<file path="config.mk">
export PLATFORM = sky130hd
export DESIGN_NAME = nonce_dispatcher
export DESIGN_NICKNAME = d
export VERILOG_FILES = /design/src/rtl/nonce_dispatcher.sv
export SDC_FILE = /design/constraint.sdc
export NUM_CORES = 1
export LEC_CHECK = 0
export ABC_CLOCK_PERIOD_IN_PS = 3100
export CORE_AREA = 2 2 120 122
export CTS_CLUSTER_DIAMETER = 80
export DETAILED_ROUTE_END_ITERATION = 10
export DIE_AREA = 0 0 122 124
export PLACE_DENSITY = 0.8
export REMOVE_ABC_BUFFERS = 1
export SLEW_MARGIN = 20
export SYNTH_ARGS = -nofsm -noshare
export SYNTH_HDL_FRONTEND = slang
export SYNTH_SLANG_ARGS = --single-unit
</file>
<file path="constraint.sdc">
create_clock -name sys_clk -period 3.1 [get_ports sys_clk]
set_input_delay 0.93 -clock sys_clk [delete_from_list [all_inputs] [get_ports sys_clk]]
set_output_delay 0.93 -clock sys_clk [all_outputs]
set_load 0.03 [all_outputs]
</file>
<file path="src/rtl/nonce_dispatcher.sv">
// ============================================================================
// Module      : nonce_dispatcher
// Description : Round-robin nonce chunk scheduler for an array of SHA-256 PEs,
//               with first-hit latch, exhaustion detection and stop broadcast.
// Revision    : 1.0 - initial release
// ============================================================================
`default_nettype none

module nonce_dispatcher #(
    parameter int NUM_PE  = 4,
    parameter int RANGE_W = 16
) (
    input  logic                  sys_clk,
    input  logic                  reset,
    input  logic                  start,
    input  logic                  abort,
    input  logic [31:0]           base_nonce,
    input  logic [NUM_PE-1:0]     pe_req,
    input  logic [NUM_PE-1:0]     pe_done,
    input  logic [NUM_PE-1:0]     pe_found,
    input  logic [32*NUM_PE-1:0]  pe_found_nonce,
    output logic [NUM_PE-1:0]     pe_ack,
    output logic [31:0]           pe_nonce_base,
    output logic                  pe_stop,
    output logic                  busy,
    output logic                  found,
    output logic [31:0]           found_nonce,
    output logic [NUM_PE-1:0]     found_pe,
    output logic                  exhausted
);

    localparam int CHUNK_W = 32 - RANGE_W;
    localparam int PTR_W   = (NUM_PE > 1) ? $clog2(NUM_PE) : 1;

    typedef enum logic [1:0] {
        S_IDLE     = 2'd0,
        S_DISPATCH = 2'd1,
        S_DONE     = 2'd2
    } state_t;

    state_t               state_q;
    logic [CHUNK_W-1:0]   next_chunk_q;
    logic [CHUNK_W:0]     chunks_left_q;
    logic [NUM_PE-1:0]    outstanding_q;
    logic [PTR_W-1:0]     rr_ptr_q;
    logic [NUM_PE-1:0]    ack_q;
    logic [31:0]          nonce_base_q;
    logic                 stop_q;
    logic                 found_q;
    logic [31:0]          found_nonce_q;
    logic [NUM_PE-1:0]    found_pe_q;
    logic                 exhausted_q;

    logic [NUM_PE-1:0]    eligible_d;
    logic [NUM_PE-1:0]    hit_d;
    logic                 hit_any_d;
    logic [NUM_PE-1:0]    hit_onehot_d;
    logic [31:0]          hit_nonce_d;
    logic                 grant_any_d;
    logic [PTR_W-1:0]     grant_idx_d;
    logic [NUM_PE-1:0]    grant_onehot_d;
    logic [PTR_W-1:0]     rr_ptr_d;
    logic [NUM_PE-1:0]    outstanding_d;
    logic [CHUNK_W:0]     chunks_init_d;
    logic                 start_job_d;

    always_comb begin
        eligible_d     = pe_req & ~outstanding_q & {NUM_PE{chunks_left_q != '0}};
        hit_d          = pe_found & outstanding_q;
        hit_any_d      = |hit_d;
        hit_onehot_d   = '0;
        hit_nonce_d    = '0;
        // Descending scan so the lowest simultaneous hit is the one kept.
        for (int i = NUM_PE - 1; i >= 0; i--) begin
            if (hit_d[i]) begin
                hit_onehot_d = '0;
                hit_onehot_d[i] = 1'b1;
                hit_nonce_d  = pe_found_nonce[32*i +: 32];
            end
        end

        grant_any_d    = 1'b0;
        grant_idx_d    = '0;
        grant_onehot_d = '0;
        for (int k = 0; k < NUM_PE; k++) begin
            int idx;
            idx = int'(rr_ptr_q) + k;
            if (idx >= NUM_PE) idx = idx - NUM_PE;
            if (!grant_any_d && eligible_d[idx]) begin
                grant_any_d         = 1'b1;
                grant_idx_d         = PTR_W'(idx);
                grant_onehot_d[idx] = 1'b1;
            end
        end

        if (grant_idx_d == PTR_W'(NUM_PE - 1)) rr_ptr_d = '0;
        else                                    rr_ptr_d = grant_idx_d + PTR_W'(1);

        outstanding_d = (outstanding_q & ~pe_done) | grant_onehot_d;
        chunks_init_d = {1'b1, {CHUNK_W{1'b0}}} - {1'b0, base_nonce[31:RANGE_W]};
        start_job_d   = start && ((state_q == S_IDLE) || (state_q == S_DONE && !abort));
    end

    always_ff @(posedge sys_clk) begin
        if (reset) begin
            state_q       <= S_IDLE;
            next_chunk_q  <= '0;
            chunks_left_q <= '0;
            outstanding_q <= '0;
            rr_ptr_q      <= '0;
            ack_q         <= '0;
            nonce_base_q  <= '0;
            stop_q        <= 1'b0;
            found_q       <= 1'b0;
            found_nonce_q <= '0;
            found_pe_q    <= '0;
            exhausted_q   <= 1'b0;
        end else begin
            ack_q        <= '0;
            nonce_base_q <= '0;
            stop_q       <= 1'b0;
            if (start_job_d) begin
                state_q       <= S_DISPATCH;
                next_chunk_q  <= base_nonce[31:RANGE_W];
                chunks_left_q <= chunks_init_d;
                outstanding_q <= '0;
                rr_ptr_q      <= '0;
                found_q       <= 1'b0;
                found_nonce_q <= '0;
                found_pe_q    <= '0;
                exhausted_q   <= 1'b0;
            end else begin
                case (state_q)
                    S_IDLE: ;
                    S_DISPATCH: begin
                        if (abort) begin
                            state_q       <= S_IDLE;
                            stop_q        <= 1'b1;
                            outstanding_q <= '0;
                            found_q       <= 1'b0;
                            found_nonce_q <= '0;
                            found_pe_q    <= '0;
                            exhausted_q   <= 1'b0;
                        end else if (hit_any_d) begin
                            state_q       <= S_DONE;
                            stop_q        <= 1'b1;
                            found_q       <= 1'b1;
                            found_nonce_q <= hit_nonce_d;
                            found_pe_q    <= hit_onehot_d;
                        end else begin
                            outstanding_q <= outstanding_d;
                            if (grant_any_d) begin
                                ack_q         <= grant_onehot_d;
                                nonce_base_q  <= {next_chunk_q, {RANGE_W{1'b0}}};
                                chunks_left_q <= chunks_left_q - {{CHUNK_W{1'b0}}, 1'b1};
                                rr_ptr_q      <= rr_ptr_d;
                                // Hold at the top chunk instead of wrapping to zero.
                                if (chunks_left_q != {{CHUNK_W{1'b0}}, 1'b1})
                                    next_chunk_q <= next_chunk_q + {{(CHUNK_W-1){1'b0}}, 1'b1};
                            end
                            if (chunks_left_q == '0 && (outstanding_q & ~pe_done) == '0) begin
                                state_q     <= S_DONE;
                                stop_q      <= 1'b1;
                                exhausted_q <= 1'b1;
                            end
                        end
                    end
                    S_DONE: begin
                        if (abort) begin
                            state_q       <= S_IDLE;
                            outstanding_q <= '0;
                            found_q       <= 1'b0;
                            found_nonce_q <= '0;
                            found_pe_q    <= '0;
                            exhausted_q   <= 1'b0;
                        end else begin
                            stop_q <= 1'b1;
                        end
                    end
                    default: state_q <= S_IDLE;
                endcase
            end
        end
    end

    assign pe_ack        = ack_q;
    assign pe_nonce_base = nonce_base_q;
    assign pe_stop       = stop_q;
    assign busy          = (state_q == S_DISPATCH);
    assign found         = found_q;
    assign found_nonce   = found_nonce_q;
    assign found_pe      = found_pe_q;
    assign exhausted     = exhausted_q;

endmodule

`default_nettype wire

</file>
==> summary.txt, run 1 <==
Detailed routing
  • Routed Antenna Nets: 0
  • Via count: 6558
  • WL final: 20.9 mm
  • Initial drt markers: 451
  • DRC viols: 0
  • 1st-pass router iterations: 5
  • Post-DR vias/cell: roughly 6
  • Routed WL per cell: 18.7 um

GRT
  • Total track usage: 27.0%
  • Busiest grt layer: met2
  • First-pass GRT wire length: 31.8 mm
  • M3 GR Usage: roughly 7.2%
  • Initial antenna violation count: 1
  • M2 GR Usage: approximately 45%
  • Largest net degree at the start of global routing: 52
  • Vias in the first global route: 6044
  • Remaining global-route overflow: 0
  • Met1 usage: 32.3%

Synth
  • Avg Cell Area, Syn: 8.32 um^2
  • Area share of the largest cell type after synthesis: 34.0%
  • Warnings from Yosys: 0
  • Xor/xnor share of the synthesized area: 3.87%
  • Seq/Total Area, Yosys: 34.0%
  • Yosys cell types: 64
  • Synth Area in Adders: 3.19%
  • Number of synthesized flops with an enable pin: 0
  • Most used DFF post-synth: dfxtp_1
  • Largest family of logic cells by synthesized area: compound AO/OA/AOI/OAI gates
  • Area leader, netlist: dfxtp_1
  • Fraction of registers with async set/reset: 0%
  • Flops & latches, synth: 100
  • Complex-gate fraction of the synthesized area: 25.9%
  • Mux contribution to synthesized area: 1.81%
  • Syn Std Cell Area: between 5000 and 6000 um^2
  • Cells after Synth: 707
  • Cells taking the most area after synthesis: dfxtp_1 34%, a221oi_1 5.8%, nor2_1 5.2%
  • Simple-gate share of the synthesized area: 24.5%

Placed design
  • DP HPWL: 15.5 mm
  • RePlAce Congestion: 0.938
  • Pre-CTS setup slack: -0.122 ns
  • Buffers added on ports: approximately 220

Clocking
  • # Post-CTS Setup Buffers: 0
  • Hold Buf Count CTS: 0
  • Root Buffer: clkbuf_16
  • Clock Latency Late Sink: 0.36 ns
  • CTS clk-pin slew, worst paths: 0.07 ns
  • TritonCTS clock tree: done
  • Number of CTS-inserted buffers: 9
  • CTS Buffer Depth: 2
  • Post-CTS sizing: 0
  • Clock sinks: 100
  • Htree depth: 3

Timing
  • Final setup violation count: 0
  • Slew Limit Headroom: 57.0%
  • Pins Over Slew Limit: 0
  • Worst Skew: 0.00668 ns
  • Final period util: 91.2%
  • Slew of the pin with the lowest slew margin: 0.640 ns
  • RSZ-0062 raised after global routing: no
  • Final Critical Period: 2.83 ns
  • Crit path setup slack, layout: 0.272 ns
  • Fin Setup TNS: 0 ns
  • Highest clock rate: 354 MHz
  • Final Hold Viols: 0

Min path
  • Hold Path Class: flip-flop to flip-flop

Cells and area
  • Layout cells sized above 1: roughly a tenth
  • Nets: 1126
  • Sequential cell area: 2000 um^2
  • Area of the multi-input gates: 3570 um^2
  • Area growth syn-to-layout: 50.2%
  • Fill count: ~1200

Floorplan
  • Die Ht: 124 um
  • Placement Rows: 43
  • Die area: 15100 um^2
  • Die width: ~120 um
  • I/O pin cnt: approximately 250
  • Starting Density: 42.9%
  • CORE AREA: 13700 um^2

Critical path
  • CP arrival: between 3 and 4 ns
  • Nature of the critical path startpoint: primary input
  • CP endpoint kind: flip-flop
  • CP required: 3.36 ns
  • Max Fanout on Critical Path: 9
  • CP Class: primary input to flip-flop

Power and ir drop
  • Max IR drop VDD: 253 uV
  • P per Cell Area: 389 nW/um^2
  • LEAKAGE: 3.13 nW

Status
  • Outcome: finished clean

Flow run
  • Max cap viols: 0
## registers in the layout (all words and copies together), names as in the netlist
register       cells
next_chunk_q      16
found_pe           4
found              1
pe_ack             4
found_nonce       32
chunks_left_q     17
rr_ptr_q           2
pe_nonce_base     16
exhausted          1
state_q            2
pe_stop            1
outstanding_q      4
## final cells by class
type	instances	area share, %
inverters	13	0.553
repair buffers	272	30.2
clock buffers	9	2.55
diodes	1	0.0283
clock inverters	6	0.992
multi-input cells	539	40.5
flip-flops and latches	100	22.7
well taps	180	2.55
## logic make-up after synthesis
family,count (synthesis)
and+or+nand+nor,268
other,1
muxes,8
DFF,100
xor gates and xnor gates,26
AOI/OAI and AO/OA,206
buffers and inverters,83
adders and majority gates,15
## cell usage after synthesis (16+ instances only)
cell	number
and3_1	21
a211oi_1	17
nand3_1	19
a21oi_1	49
o221ai_1	32
nand2_1	21
clkbuf_1	48
dfxtp_1	100
nor2_1	82
a221oi_1	39
nor3_1	48
buf_4	16
## layer usage
layer	part of all wire (%)	wire, um
met1	40	8290
met2	48	10100
met3	8.3	1750
met4	3.9	824
met5	0	0
## worst max-delay path: stages
cell and delay (ns):
clkdlybuf4s50_1 0.45, a22oi_2 0.26, nand4_2 0.18, a31oi_4 0.24, nand3_2 0.20, or4_1 0.55, a311oi_1 0.28
## final timing paths
kind	startpoint	end	slack (ns)	cells after the start
setup / recovery	pe_found[0]	next_chunk_q[10]	0.27	7
hold / removal	found_nonce[28]	found_nonce[28]	0.49	2
setup reg to reg	rr_ptr_q[1]	rr_ptr_q[1]	0.44	7
hold reg to reg	found_nonce[28]	found_nonce[28]	0.49	2
## stage by stage
step                      util, %  std cells  total power [mW]  cell area (um^2)  hold slack (ns)
after global routing         64.4       1120              3.57              8830            0.509
after global placement       62.0       1104              2.22              8510            0.463
final                        64.4       1120              3.43              8830            0.487
after CTS                    64.3       1119              3.44              8820            0.488
after floorplan                 -        652              1.81              5600            0.445
after detailed placement     62.0       1104              2.23              8510            0.475
## cell usage in the layout (no fill, tap or decap), types with 5 or more instances in the layout
cell type / synthesis / layout
and2_1: 5 / 5
or4_1: 8 / 8
nand4_1: 11 / 11
clkbuf_16: 0 / 9
xor2_1: 15 / 15
mux2i_1: 5 / 5
clkdlybuf4s50_1: 0 / 219
ha_1: 15 / 15
o21ai_0: 14 / 14
a21o_1: 5 / 5
o221ai_1: 32 / 32
buf_12: 0 / 6
a211oi_1: 17 / 17
nand2_1: 21 / 21
conb_1: 1 / 16
buf_4: 16 / 47
a31oi_1: 7 / 7
a311oi_1: 9 / 9
nand3_1: 19 / 18
o31ai_1: 6 / 6
and3_1: 21 / 21
a221oi_1: 39 / 39
nor2_1: 82 / 80
nor4_1: 8 / 8
nor2b_1: 10 / 10
or3_1: 9 / 9
nor3_1: 48 / 48
nand2b_1: 7 / 7
inv_1: 13 / 13
xnor2_1: 11 / 11
o211ai_1: 7 / 7
dfxtp_1: 100 / 100
a21oi_1: 49 / 49
## power breakdown
part	total, mW	switching, mW	internal (mW)
Clock	1.21	0.508	0.706
Sequential	1.39	0.0545	1.34
Combinational	0.826	0.424	0.402
Note: power is estimated with default switching activity, not from simulation.
==> inputs of run 2 (changes only) <==
==> constraint.sdc (replaced) <==
create_clock -name sys_clk -period 3.1 [get_ports sys_clk]
set_input_delay 0.93 -clock sys_clk [delete_from_list [all_inputs] [get_ports sys_clk]]
set_output_delay 0.93 -clock sys_clk [all_outputs]
set_load 0.005 [all_outputs]
==> results of run 2 <==
The final DEF is identical to that of run 1. Status: finished clean.
Among the figures that moved: total power 3.43 mW -> 3.40 mW; worst IR drop on VDD 253 uV -> 251 uV
